### src/rtl/uart_byte_rx_pkg.sv
// uart_byte_rx_pkg: shared constants for the uart_scope receive path.
// Holds the baud codes, baud rates, frame slot indices and FSM state type.
// Optional feature macro used by this slice: UART_RX_FRAME_ERR_EN.
package uart_byte_rx_pkg;

  localparam int DIV_W = 9;

  localparam logic [2:0] BAUD_9600   = 3'd0;
  localparam logic [2:0] BAUD_19200  = 3'd1;
  localparam logic [2:0] BAUD_38400  = 3'd2;
  localparam logic [2:0] BAUD_57600  = 3'd3;
  localparam logic [2:0] BAUD_115200 = 3'd4;

  localparam int RATE_9600   = 9600;
  localparam int RATE_19200  = 19200;
  localparam int RATE_38400  = 38400;
  localparam int RATE_57600  = 57600;
  localparam int RATE_115200 = 115200;

  // slot indices within one 16-slot bit, and bit indices within a frame
  localparam logic [3:0] SLOT_WIN_FIRST = 4'd6;
  localparam logic [3:0] SLOT_WIN_LAST  = 4'd12;
  localparam logic [3:0] SLOT_BIT_END   = 4'd15;
  localparam logic [3:0] BIT_LAST_DATA  = 4'd8;
  localparam logic [7:0] SLOT_LAST      = 8'd159;

  typedef enum logic [1:0] {
    ST_IDLE  = 2'd0,
    ST_START = 2'd1,
    ST_DATA  = 2'd2,
    ST_STOP  = 2'd3
  } rx_state_t;

endpackage

### src/rtl/uart_byte_rx_if.sv
// uart_byte_rx_if: pin/baud inputs and byte outputs of the receiver.
// frame_err only exists when UART_RX_FRAME_ERR_EN is defined.
interface uart_byte_rx_if;
  logic [2:0] baud_set;
  logic       rs232_rx;
  logic [7:0] data_byte;
  logic       rx_done;
`ifdef UART_RX_FRAME_ERR_EN
  logic       frame_err;
`endif

  modport master (
    output baud_set,
    output rs232_rx,
    input  data_byte,
    input  rx_done
`ifdef UART_RX_FRAME_ERR_EN
    , input frame_err
`endif
  );

  modport slave (
    input  baud_set,
    input  rs232_rx,
    output data_byte,
    output rx_done
`ifdef UART_RX_FRAME_ERR_EN
    , output frame_err
`endif
  );
endinterface

### src/rtl/uart_byte_rx_bps_gen.sv
// uart_byte_rx_bps_gen: oversample tick generator (16 ticks per bit).
// Divisors are derived from CLK_FREQ at elaboration; codes 5-7 fall back to 9600.
module uart_byte_rx_bps_gen
  import uart_byte_rx_pkg::*;
#(
  parameter int CLK_FREQ = 50_000_000,
  parameter int OS_RATE  = 16
) (
  input  logic       clk,
  input  logic       rst,
  input  logic       i_clr,
  input  logic       i_en,
  input  logic [2:0] i_baud_set,
  output logic       o_tick
);

  localparam logic [DIV_W-1:0] DIVM1_9600   = DIV_W'(CLK_FREQ / (OS_RATE * RATE_9600) - 1);
  localparam logic [DIV_W-1:0] DIVM1_19200  = DIV_W'(CLK_FREQ / (OS_RATE * RATE_19200) - 1);
  localparam logic [DIV_W-1:0] DIVM1_38400  = DIV_W'(CLK_FREQ / (OS_RATE * RATE_38400) - 1);
  localparam logic [DIV_W-1:0] DIVM1_57600  = DIV_W'(CLK_FREQ / (OS_RATE * RATE_57600) - 1);
  localparam logic [DIV_W-1:0] DIVM1_115200 = DIV_W'(CLK_FREQ / (OS_RATE * RATE_115200) - 1);

  logic [DIV_W-1:0] r_cnt;
  logic [DIV_W-1:0] w_div_m1;

  // terminal count for the selected baud
  always_comb begin
    case (i_baud_set)
      BAUD_9600:   w_div_m1 = DIVM1_9600;
      BAUD_19200:  w_div_m1 = DIVM1_19200;
      BAUD_38400:  w_div_m1 = DIVM1_38400;
      BAUD_57600:  w_div_m1 = DIVM1_57600;
      BAUD_115200: w_div_m1 = DIVM1_115200;
      default:     w_div_m1 = DIVM1_9600;
    endcase
  end

  // divisor counter: restarts on clear, wraps at terminal count while enabled
  always_ff @(posedge clk) begin
    if (!rst)
      r_cnt <= '0;
    else if (i_clr)
      r_cnt <= '0;
    else if (i_en)
      r_cnt <= (r_cnt == w_div_m1) ? '0 : r_cnt + DIV_W'(1);
  end

  assign o_tick = i_en & (r_cnt == w_div_m1);

endmodule

### src/rtl/uart_byte_rx.sv
// uart_byte_rx: 8N1 receiver with 16x oversampling and 7-sample majority vote.
// Optional frame-error strobe enabled by UART_RX_FRAME_ERR_EN.
//
//   state    | meaning
//   ST_IDLE  | waiting for a synced 1->0 edge
//   ST_START | start bit; a high vote means glitch, return to idle
//   ST_DATA  | bits 1..8, vote shifted in LSB first
//   ST_STOP  | stop bit; vote at slot 12 accepts or drops the byte
module uart_byte_rx
  import uart_byte_rx_pkg::*;
#(
  parameter int CLK_FREQ = 50_000_000,
  parameter int OS_RATE  = 16
) (
  input  logic           clk,
  input  logic           rst,
  uart_byte_rx_if.slave  rx_if
);

  logic       r_sync1, r_sync2, r_dly;
  logic [2:0] r_baud;
  logic [7:0] r_slot;
  logic [2:0] r_sum;
  logic [7:0] r_shift;
  logic [7:0] r_data;
  logic       r_done;
  rx_state_t  r_state, w_state_nxt;

  logic       w_fall, w_start, w_active, w_tick;
  logic [3:0] w_bit, w_sub;
  logic       w_in_win, w_vote, w_vote_evt, w_bit_end;
  logic [2:0] w_sum_nxt;
  logic       w_shift_en, w_load;

  assign w_fall     = r_dly & ~r_sync2;
  assign w_start    = (r_state == ST_IDLE) & w_fall;
  assign w_active   = (r_state != ST_IDLE);
  assign w_bit      = r_slot[7:4];
  assign w_sub      = r_slot[3:0];
  assign w_in_win   = (w_sub >= SLOT_WIN_FIRST) && (w_sub <= SLOT_WIN_LAST);
  // at most 6 ones precede the slot-12 sample, so 3 bits cannot overflow
  assign w_sum_nxt  = r_sum + {2'b00, r_sync2};
  assign w_vote     = (w_sum_nxt >= 3'd4);
  assign w_vote_evt = w_tick & (w_sub == SLOT_WIN_LAST);
  assign w_bit_end  = w_tick & (w_sub == SLOT_BIT_END);

  uart_byte_rx_bps_gen #(
    .CLK_FREQ (CLK_FREQ),
    .OS_RATE  (OS_RATE)
  ) u_bps (
    .clk        (clk),
    .rst        (rst),
    .i_clr      (w_start),
    .i_en       (w_active),
    .i_baud_set (r_baud),
    .o_tick     (w_tick)
  );

  // two-stage synchroniser plus one delay stage for edge detection
  always_ff @(posedge clk) begin
    if (!rst) begin
      r_sync1 <= 1'b1;
      r_sync2 <= 1'b1;
      r_dly   <= 1'b1;
    end else begin
      r_sync1 <= rx_if.rs232_rx;
      r_sync2 <= r_sync1;
      r_dly   <= r_sync2;
    end
  end

  // baud selection is frozen for the whole frame at start detect
  always_ff @(posedge clk) begin
    if (!rst)
      r_baud <= 3'd0;
    else if (w_start)
      r_baud <= rx_if.baud_set;
  end

  // slot counter and per-bit vote accumulator
  always_ff @(posedge clk) begin
    if (!rst) begin
      r_slot <= 8'd0;
      r_sum  <= 3'd0;
    end else if (w_start) begin
      r_slot <= 8'd0;
      r_sum  <= 3'd0;
    end else if (w_tick) begin
      r_slot <= (r_slot == SLOT_LAST) ? 8'd0 : r_slot + 8'd1;
      if (w_sub == 4'd0)
        r_sum <= 3'd0;
      else if (w_in_win)
        r_sum <= w_sum_nxt;
    end
  end

  // FSM state register
  always_ff @(posedge clk) begin
    if (!rst)
      r_state <= ST_IDLE;
    else
      r_state <= w_state_nxt;
  end

  // FSM next-state logic
  always_comb begin
    w_state_nxt = r_state;
    case (r_state)
      ST_IDLE:  if (w_fall) w_state_nxt = ST_START;
      ST_START: begin
        if (w_vote_evt && w_vote)
          w_state_nxt = ST_IDLE;
        else if (w_bit_end)
          w_state_nxt = ST_DATA;
      end
      ST_DATA:  if (w_bit_end && (w_bit == BIT_LAST_DATA)) w_state_nxt = ST_STOP;
      ST_STOP:  if (w_vote_evt) w_state_nxt = ST_IDLE;
      default:  w_state_nxt = ST_IDLE;
    endcase
  end

  // FSM output decode: shift, accept and reject strobes
  always_comb begin
    w_shift_en = 1'b0;
    w_load     = 1'b0;
    case (r_state)
      ST_DATA: w_shift_en = w_vote_evt;
      ST_STOP: w_load     = w_vote_evt & w_vote;
      default: begin end
    endcase
  end

  // data bits arrive LSB first, so each vote enters at the top
  always_ff @(posedge clk) begin
    if (!rst)
      r_shift <= 8'h00;
    else if (w_shift_en)
      r_shift <= {w_vote, r_shift[7:1]};
  end

  // output register: byte only changes together with the rx_done strobe
  always_ff @(posedge clk) begin
    if (!rst) begin
      r_data <= 8'h00;
      r_done <= 1'b0;
    end else begin
      r_done <= w_load;
      if (w_load)
        r_data <= r_shift;
    end
  end

  assign rx_if.data_byte = r_data;
  assign rx_if.rx_done   = r_done;

`ifdef UART_RX_FRAME_ERR_EN
  logic r_err;

  // one-clock strobe when the stop bit votes low
  always_ff @(posedge clk) begin
    if (!rst)
      r_err <= 1'b0;
    else
      r_err <= (r_state == ST_STOP) & w_vote_evt & ~w_vote;
  end

  assign rx_if.frame_err = r_err;
`endif

endmodule

### src/flat_wrapper.sv
// flat-port wrapper written by rule: the top's interface ports become plain ports
module uart_byte_rx_flat import uart_byte_rx_pkg::*;
#(
  parameter int CLK_FREQ = 50_000_000,
  parameter int OS_RATE  = 16
)
  (clk, rst, rx_if_baud_set, rx_if_rs232_rx, rx_if_data_byte, rx_if_rx_done);
  uart_byte_rx_if rx_if_i ();
  input  logic clk;
  input  logic rst;
  input wire logic [$bits(rx_if_i.baud_set)-1:0] rx_if_baud_set;
  input wire logic [$bits(rx_if_i.rs232_rx)-1:0] rx_if_rs232_rx;
  output wire logic [$bits(rx_if_i.data_byte)-1:0] rx_if_data_byte;
  output wire logic [$bits(rx_if_i.rx_done)-1:0] rx_if_rx_done;
  assign rx_if_i.baud_set = rx_if_baud_set;
  assign rx_if_i.rs232_rx = rx_if_rs232_rx;
  assign rx_if_data_byte = rx_if_i.data_byte;
  assign rx_if_rx_done = rx_if_i.rx_done;
  uart_byte_rx #(.CLK_FREQ(CLK_FREQ), .OS_RATE(OS_RATE)) u_core (.clk(clk), .rst(rst), .rx_if(rx_if_i));
endmodule
### config.mk
export PLATFORM = sky130hd
export DESIGN_NAME = uart_byte_rx_flat
export DESIGN_NICKNAME = d
export VERILOG_FILES = /design/src/rtl/uart_byte_rx_pkg.sv /design/src/rtl/uart_byte_rx_if.sv /design/src/rtl/uart_byte_rx_bps_gen.sv /design/src/rtl/uart_byte_rx.sv /design/src/flat_wrapper.sv
export SDC_FILE = /design/constraint.sdc
export NUM_CORES = 1
export LEC_CHECK = 0
export BUFFER_PORTS_ARGS = -buffer_cell sky130_fd_sc_hd__buf_2
export CAP_MARGIN = 30
export CELL_PAD_IN_SITES_DETAIL_PLACEMENT = 0
export CELL_PAD_IN_SITES_GLOBAL_PLACEMENT = 1
export CORE_MARGIN = 2
export CORE_UTILIZATION = 46
export CTS_CLUSTER_DIAMETER = 30
export CTS_CLUSTER_SIZE = 14
export DETAILED_ROUTE_END_ITERATION = 6
export HOLD_SLACK_MARGIN = 0.08
export PLACE_DENSITY = 0.86
export SLEW_MARGIN = 20
export SYNTH_ARGS = -nofsm -noshare
export SYNTH_HDL_FRONTEND = slang
export SYNTH_SLANG_ARGS = --single-unit
### constraint.sdc
create_clock -name clk -period 3.3 [get_ports clk]
set_clock_uncertainty 0.15 [all_clocks]
set_input_delay 0.165 -clock clk [delete_from_list [all_inputs] [get_ports clk]]
set_output_delay 0.165 -clock clk [all_outputs]
set_load 0.01 [all_outputs]
Yosys cells after proc, flatten, opt, wreduce, memory -nomap -nowiden

Index checks and enable logic that the tools add are counted.

Register bits: 45
Input port bits: 6
Output and inout port bits: 9
Logic and storage cells: 64

$add $sub $neg: 3
Order comparisons: 3
Equality and inequality tests: 16
Muxes and demuxes: 13
Bitwise operators: 8
Reductions and logical operators: 10

Operators with widths:

| kind                                                                     | count |
|---|---|
| 9-bit one-hot mux with 4 select lines                                    | 1 |
| 4-bit == test (second input constant)                                    | 3 |
| 2-bit two-way mux                                                        | 5 |
| 9-bit by 1-bit adder with 9-bit output (second input constant)           | 1 |
| 9-bit == test                                                            | 1 |
| 9-bit two-way mux                                                        | 1 |
| 8-bit by 1-bit adder with 8-bit output (second input constant)           | 1 |
| 8-bit == test (second input constant)                                    | 1 |
| 8-bit two-way mux                                                        | 1 |
| 2-bit one-hot mux with 4 select lines                                    | 1 |
| 1-bit AND                                                                | 6 |
| 3-bit by 2-bit == test with 1-bit output (second input constant)         | 2 |
| 3-bit two-way mux                                                        | 2 |
| 2-bit by 1-bit inequality test with 1-bit output (second input constant) | 3 |
| 2-bit == test (second input constant)                                    | 2 |
| 4-bit by 3-bit >= comparator with 1-bit output (second input constant)   | 1 |
| 4-bit less-or-equal comparator (second input constant)                   | 1 |
| 4-bit logical NOT                                                        | 1 |
| 4-bit AND reduction                                                      | 1 |
| 2-bit nonzero test                                                       | 2 |
| 3-bit by 1-bit adder with 3-bit output                                   | 1 |
| 3-bit by 1-bit == test with 1-bit output (second input constant)         | 1 |
| 3-bit == test (second input constant)                                    | 1 |
| 3-bit >= comparator (second input constant)                              | 1 |
| 8 further kinds                                                          | 12 |

Longest topological paths before layout

Gate-level depths: netlist of run 1.

Depth in word-level cells: 8
Gate-level depth with buffers: 9
Mapped depth without buffers: 7

Modules after synthesis

Synthesis of run 1 repeated with hierarchy kept, for this count alone.

Cell total of the unflattened synthesis: 231
Area, all modules: 2207.1 sq um

Modules (own cells, without submodules):

| module               | times used | cells an instance | area each (sq um) | seq. area each (sq um) |
|---|---|---|---|---|
| uart_byte_rx         | 1          | 160               | 1572.8            | 720.7 |
| uart_byte_rx_bps_gen | 1          | 71                | 634.4             | 180.2 |

Worst setup path before layout of run 1

No wires, ideal clock.

Kind: register to register
From: reg u_core.r_baud[1]
To: reg u_core.r_shift[0]
Library setup time: 0.128 ns
Data arrival time: 2.138 ns
Data required time: 3.022 ns
Slack: 0.884 ns
Cell stages (with the launch flop): 8
Path buffers: 1
Clock period less this slack: 2.416 ns
Path through: dfxtp_1 -> buf_6 -> or3b_4 -> a2bb2oi_2 -> mux2_4 -> a2111oi_4 -> mux2i_1 -> nor2_1

Longest elaborated chain between the ends: 6
Elaborated cells between the ends (all ways): 9
Classes of those cells: eq/ne: 5; mux: 2; bitwise: 2

RTL lines:

| element                                     | line                       | RTL |
|---|---|---|
| start: declaration                          | uart_byte_rx.sv:21         | `logic [2:0] r_baud;` |
| start signal: assignment                    | uart_byte_rx.sv:77         | `r_baud <= rx_if.baud_set;` |
| 3-bit == test, or another cell as far along | uart_byte_rx_bps_gen.sv:28 | `case (i_baud_set)` |
| 9-bit one-hot mux with 4 select lines *     | uart_byte_rx_bps_gen.sv:28 |  |
| 9-bit == test *                             | uart_byte_rx_bps_gen.sv:48 | `assign o_tick = i_en & (r_cnt == w_div_m1);` |
| 1-bit AND *                                 | uart_byte_rx_bps_gen.sv:48 |  |
| 1-bit AND *                                 | uart_byte_rx.sv:44         | `assign w_vote_evt = w_tick & (w_sub == SLOT_WIN_LAST);` |
| 1-bit two-way mux *                         | uart_byte_rx.sv:126        | `case (r_state)` |
| end signal: assignment                      | uart_byte_rx.sv:138        | `r_shift <= {w_vote, r_shift[7:1]};` |
| end: declaration                            | uart_byte_rx.sv:24         | `logic [7:0] r_shift;` |

Mark *: on every way between the ends. The rest lies on a longest branch, timed or not.
A chain may end at the register's enable or synchronous reset.

Worst setup path after layout of run 1

From: reg u_core.r_baud[2]
To: reg u_core.r_slot[0]

Longest elaborated chain between the ends: 4
Elaborated cells between the ends (all ways): 7
Classes of those cells: eq/ne: 5; mux: 1; bitwise: 1

RTL lines:

| element                                     | line                       | RTL |
|---|---|---|
| 3-bit == test, or another cell as far along | uart_byte_rx_bps_gen.sv:28 |  |
| 9-bit one-hot mux with 4 select lines *     | uart_byte_rx_bps_gen.sv:28 |  |
| 9-bit == test *                             | uart_byte_rx_bps_gen.sv:48 |  |
| 1-bit AND *                                 | uart_byte_rx_bps_gen.sv:48 |  |
| end signal: assignment                      | uart_byte_rx.sv:89         | `r_slot <= (r_slot == SLOT_LAST) ? 8'd0 : r_slot + 8'd1;` |
| end: declaration                            | uart_byte_rx.sv:22         | `logic [7:0] r_slot;` |

Marks and branches as above.

==> flow_summary.json, run 1 <==
{
  "status": "completed",
  "syn-cell-area_mm2": 0.002246,
  "numPortBuffers": 14,
  "synth_seq_cells": 45,
  "critPathSlowestCell": "dfxtp_1",
  "grt_max_degree": 23,
  "synthCells": 255,
  "yosys_warnings": 0,
  "end_kind": "flip-flop",
  "fmax_mhz": 354.9,
  "antenna_left": 0,
  "drt_iter0_drc": 161,
  "worstMarginPinSlew_ns": 0.8549,
  "net-switching-power_w": 0.0002404,
  "dr_total_vias": 1858,
  "remaining_drc_errors": 0,
  "finalSetupTns_ns": 0,
  "routedWlPerCell_um": 13.22,
  "path_max_fanout": 12,
  "drt-pass1-iter-count": 4,
  "cts_resized": 0,
  "cts_tree": "yes",
  "die_h_um": 73.88,
  "cp_data_required_time_ns": 3.39,
  "p_int_w": 0.0008013,
  "yosys-top-cells-count": "dfxtp_1, nor2_1, mux2i_1, a21oi_1",
  "worstRegToRegCells": 7,
  "synth-main-ff-cell": "dfxtp_1",
  "wirelength_um": 4547,
  "rsz0062_at_grt": "no",
  "num_rows": 25,
  "grt_overflow": 0,
  "fin_crit_ns": 2.818,
  "synth_top_area_share_pct": 40.11,
  "power_frac_seq_pct": 53.0,
  "final_nets": 287,
  "hold_viol": 0,
  "cts_sinks": 45,
  "r2r_start": "u_core.r_baud[2]",
  "r2r_setup_slack_ns": 0.48,
  "combPwrFrac_pct": 5.2,
  "antenna_cells": 0,
  "synthArstFlopShare_pct": 0,
  "ir_drop_mv": 0.3531,
  "die_area_mm2": 0.005458,
  "maxCapViolations": 0,
  "viasPerCell": 5.401,
  "grt_pass1_wl_um": 7555,
  "cts-root-buf": "clkbuf_8",
  "holdPathStages": 1,
  "stdcell_area_mm2": 0.002570,
  "crit_family": "simple AND/OR/NAND/NOR gates",
  "synth_fp_nets": 266,
  "cp-startpoint": "u_core.r_baud[2]",
  "antenna_found_initial": 0,
  "crit_path_start_kind": "flip-flop",
  "setup_violations": 0,
  "cp_slowest_stage_delay_ns": 0.51,
  "clkPwrFrac_pct": 41.9,
  "clockBufferDepth": 2,
  "yosys.area.top_type": "dfxtp_1",
  "arrival_ns": 2.91,
  "leakage_nw": 0.9686,
  "yosysUniqueCellTypes": 48,
  "drv_slew": 0,
  "post-route-period-util_pct": 85.39,
  "grt_usage_pct": 17.82,
  "synth.area.top_cells": "dfxtp_1, mux2i_1, nor2_1, a21oi_1, ha_1",
  "synth_edf_count": 0,
  "final_util_pct": 54.41,
  "synth_most_common_cell": "dfxtp_1",
  "cts_buffers": 5,
  "cp.depth": 7,
  "cp-endpoint": "u_core.r_slot[0]",
  "die_w_um": 73.88,
  "hpwl_um": 3132,
  "syn_avg_cell_area_um2": 8.807,
  "path_cells": "or3b_4 > a2bb2oi_2 > mux2i_1 > o211ai_1 > buf_4 > or4_1 > a21oi_1",
  "ys_seq_area_share_pct": 40.11,
  "critPathBufInv": 1,
  "area_growth_pct": 14.43,
  "post_dp_cell_area_mm2": 0.002394,
  "insertion_delay_ns": 0.30,
  "hp-class": "flip-flop to flip-flop",
  "grt_pass1_vias": 1664,
  "crit_type": "flip-flop to flip-flop",
  "slew_headroom_pct": 42.76,
  "drive_above_1_share_pct": 13.72,
  "r2r-end": "u_core.r_slot[0]",
  "path_clk_slew_ns": 0.09,
  "power_density_mw_per_mm2": 405.4,
  "routabilityCongestion": 0.7800,
  "h-tree-depth": 2,
  "core_mm2": 0.004723,
  "ios": 15,
  "sw_frac_of_total_pct": 23.08,
  "initial_core_util_pct": 47.55
}
-- cells in the final DEF, fill, tap and decap left out, types with 6 or more instances in the layout --
| cell | instances |
|---|---|
| buf_4 | 7 |
| inv_1 | 7 |
| nand2_1 | 11 |
| nand3_1 | 11 |
| buf_2 | 14 |
| a21oi_1 | 17 |
| mux2i_1 | 21 |
| dfxtp_1 | 45 |
| nor2_1 | 35 |
| o21ai_0 | 11 |
| dlygate4sd3_1 | 6 |
-- layer usage --
layer	track usage [%]	wire length [µm]	vias up	part of all wire, %
li1	-	-	956	-
met5	0	0	-	0
met2	29.07	2010	16	44
met1	23.57	2401	881	53
met4	5.455	47	0	1.0
met3	3.704	87	5	1.9
-- flip-flops by register name, indices dropped and copies added, names as in the netlist, named ones only --
name,count
u_core.r_baud,3
u_core.r_dly,1
u_core.r_shift,8
u_core.r_slot,8
u_core.r_state,1
u_core.r_sum,3
u_core.r_sync1,1
u_core.r_sync2,1
u_core.rx_if.data_byte,8
u_core.rx_if.rx_done,1
u_core.u_bps.r_cnt,9
-- per-stage QoR --
step | instances | hold WS (ns) | power, W | worst slack (ns)
floorplan | 255 | 0.08804 | 0.0005996 | 0.8840
global placement | 330 | 0.1973 | 0.0006124 | 0.5575
detailed placement | 330 | 0.2002 | 0.0006129 | 0.4915
CTS | 344 | 0.2770 | 0.001056 | 0.4414
global route | 344 | 0.3095 | 0.001083 | 0.2792
finish | 344 | 0.2687 | 0.001042 | 0.4822
-- worst min-delay path by stage --
stage	slack, ns	endpoint	start
final	0.27	u_core.r_sync2	u_core.r_sync1
after global routing	0.31	u_core.r_sync2	u_core.r_sync1
after CTS	0.28	u_core.r_sync2	u_core.r_sync1
after detailed placement	0.20	u_core.r_sync1	rx_if_rs232_rx
after global placement	0.20	u_core.r_sync1	rx_if_rs232_rx
after floorplan	0.09	u_core.r_sync2	rst
-- cells by family after synthesis --
kind of cell,share of synthesized area [%]
buffers and inverters,3.789
muxes,10.03
xor gates and xnor gates,3.120
AOI/OAI and AO/OA,15.43
and+or+nand+nor,24.73
DFF,40.11
adders and majority gates,2.786
-- power groups by stage --
| stage | clock [W] | combinational (W) | sequential (W) |
|---|---|---|---|
| 6_report | 0.000436 | 0.0000537 | 0.000552 |
| 5_1_grt | 0.000471 | 0.0000594 | 0.000553 |
| 4_1_cts | 0.000450 | 0.0000538 | 0.000552 |
| 3_5_place_dp | 0 | 0.0000483 | 0.000565 |
| 3_3_place_gp | 0 | 0.0000479 | 0.000565 |
| 2_1_floorplan | 0 | 0.0000371 | 0.000562 |
-- area by class of cell --
cell class                 count  area, µm²
fill                         466       2153
clock buffer                   5      68.82
tap                           67      83.83
sequential                    45      900.9
inverter                       7      26.28
multi-input combinational    190       1260
timing repair buffer          27      182.7
clock inverter                 3      47.55
-- what timing repair did --
item                      4_1_cts  5_1_grt
hold endpoints to repair        6        0
hold buffers                    6        0
buffers inserted                0        0
(Power assumes the default switching activity.)
==> inputs of run 2 (changes only) <==
Settings changed: BUFFER_PORTS_ARGS -buffer_cell sky130_fd_sc_hd__buf_2 to -buffer_cell sky130_fd_sc_hd__clkbuf_2.
==> flow_summary.json, run 2 (synthesis gave the netlist of run 1 again) <==
{
  "crit_type": "flip-flop to flip-flop",
  "worstMarginPinSlew_ns": 0.8068,
  "sw_frac_of_total_pct": 23.19,
  "post-route-period-util_pct": 85.53,
  "fillers": 445,
  "r2r_setup_slack_ns": 0.48,
  "grt_overflow": 0,
  "cts_tree": "yes",
  "drt_iter0_drc": 140,
  "largest_register_ff_count": 9,
  "drv_slew": 0,
  "fin_crit_ns": 2.822,
  "arrival_ns": 2.92,
  "antenna_left": 0,
  "wirelength_um": 4607,
  "ir_drop_mv": 0.3002,
  "initial_core_util_pct": 47.55,
  "insertion_delay_ns": 0.31,
  "remaining_drc_errors": 0,
  "net-switching-power_w": 0.0002419,
  "num_rows": 25,
  "leakage_nw": 0.9611,
  "hpwl_um": 3110,
  "cts-root-buf": "clkbuf_8",
  "cts_resized": 0,
  "power_frac_seq_pct": 52.9,
  "final_cell_mix": "dfxtp_1, nor2_1, mux2i_1",
  "maxCapViolations": 0,
  "fmax_mhz": 354.3,
  "dr_total_vias": 1885,
  "holdPathStages": 1,
  "hold_viol": 0,
  "core_mm2": 0.004723,
  "end_kind": "flip-flop",
  "ios": 15,
  "finalSetupTns_ns": 0,
  "worstRegToRegCells": 7,
  "cts_setup_buffers": 0,
  "final_nets": 287,
  "routedWlPerCell_um": 13.39,
  "final_common_cell": "dfxtp_1",
  "antenna_found_initial": 0,
  "grt_pass1_wl_um": 7941,
  "path_clk_slew_ns": 0.09,
  "path_max_fanout": 12,
  "status": "completed",
  "die_h_um": 73.88,
  "clockBufferDepth": 2,
  "cp_data_required_time_ns": 3.40,
  "grt_max_degree": 23,
  "h-tree-depth": 2,
  "antenna_cells": 0,
  "hp-class": "flip-flop to flip-flop",
  "cts_hold_buf": 6,
  "viasPerCell": 5.480,
  "die_w_um": 73.88,
  "clkPwrFrac_pct": 41.9,
  "holdWs_ns": 0.2677,
  "slew_headroom_pct": 45.97,
  "combPwrFrac_pct": 5.1,
  "drive_above_1_share_pct": 13.72,
  "numPortBuffers": 14,
  "top_register": "u_core.u_bps.r_cnt",
  "cts_buffers": 5,
  "p_int_w": 0.0008012,
  "grt_pass1_vias": 1754,
  "setup_violations": 0,
  "rsz0062_at_grt": "no",
  "drt-pass1-iter-count": 4,
  "grt_usage_pct": 18.66,
  "crit_path_start_kind": "flip-flop",
  "die_area_mm2": 0.005458,
  "power_density_mw_per_mm2": 405.9,
  "area_growth_pct": 14.43,
  "cts_sinks": 45,
  "routabilityCongestion": 0.7907
}
run 2: changes by cell type in the layout (fill, tap and decap cells not counted), sizes merged:
cell	previous run	this run
clkbuf	5	19
buf	21	7
run 2: final timing paths:
kind | start | end
worst max-delay path | u_core.r_baud[2] | u_core.r_slot[0]
worst min-delay path | u_core.r_sync1 | u_core.r_sync2
worst max register to register | u_core.r_baud[2] | u_core.r_slot[0]
worst min register to register | u_core.r_sync1 | u_core.r_sync2
run 2: worst max-delay path, stage by stage, from the launching register on:
cell	delay [ns]
dfxtp_1	0.52
or3b_4	0.45
a2bb2oi_2	0.15
mux2i_1	0.17
o211ai_1	0.36
buf_4	0.31
or4_1	0.51
a21oi_1	0.14
run 2: per-layer routing:
layer  global-route usage (%)  vias to the layer above  part of all wire (%)
li1                         -                      959                     -
met1                    25.55                      902                    50
met2                    28.47                       18                    47
met3                    4.527                        6                   2.4
met4                    6.667                        0                   1.3
met5                        0                        -                     0
run 2: through the flow:
stage | util, % | setup slack [ns] | cells | instance area [µm²] | power, W
2_1_floorplan | - | 0.8840 | 255 | 2246 | 0.0005996
4_1_cts | 54.41 | 0.4905 | 344 | 2570 | 0.001054
6_report | 54.41 | 0.4776 | 344 | 2570 | 0.001043
3_3_place_gp | 50.68 | 0.5636 | 330 | 2394 | 0.0006121
3_5_place_dp | 50.68 | 0.5007 | 330 | 2394 | 0.0006128
5_1_grt | 54.41 | 0.2923 | 344 | 2570 | 0.001081
run 2: final cells by class:
| cell class | count | area (µm²) | area share [%] |
|---|---|---|---|
| Tap cell | 67 | 83.83 | 3.262 |
| Clock buffer | 5 | 68.82 | 2.678 |
| Timing Repair Buffer | 27 | 182.7 | 7.108 |
| Multi-Input combinational cell | 190 | 1260 | 49.03 |
| Inverter | 7 | 26.28 | 1.022 |
| Clock inverter | 3 | 47.55 | 1.850 |
| Sequential cell | 45 | 900.9 | 35.05 |
run 2: power by group through the flow:
stage | combinational (W) | sequential (W) | clock [W]
after floorplan | 0.0000371 | 0.000562 | 0
after detailed placement | 0.0000480 | 0.000565 | 0
after global placement | 0.0000477 | 0.000564 | 0
after CTS | 0.0000536 | 0.000552 | 0.000448
after global routing | 0.0000601 | 0.000553 | 0.000468
final | 0.0000537 | 0.000552 | 0.000437
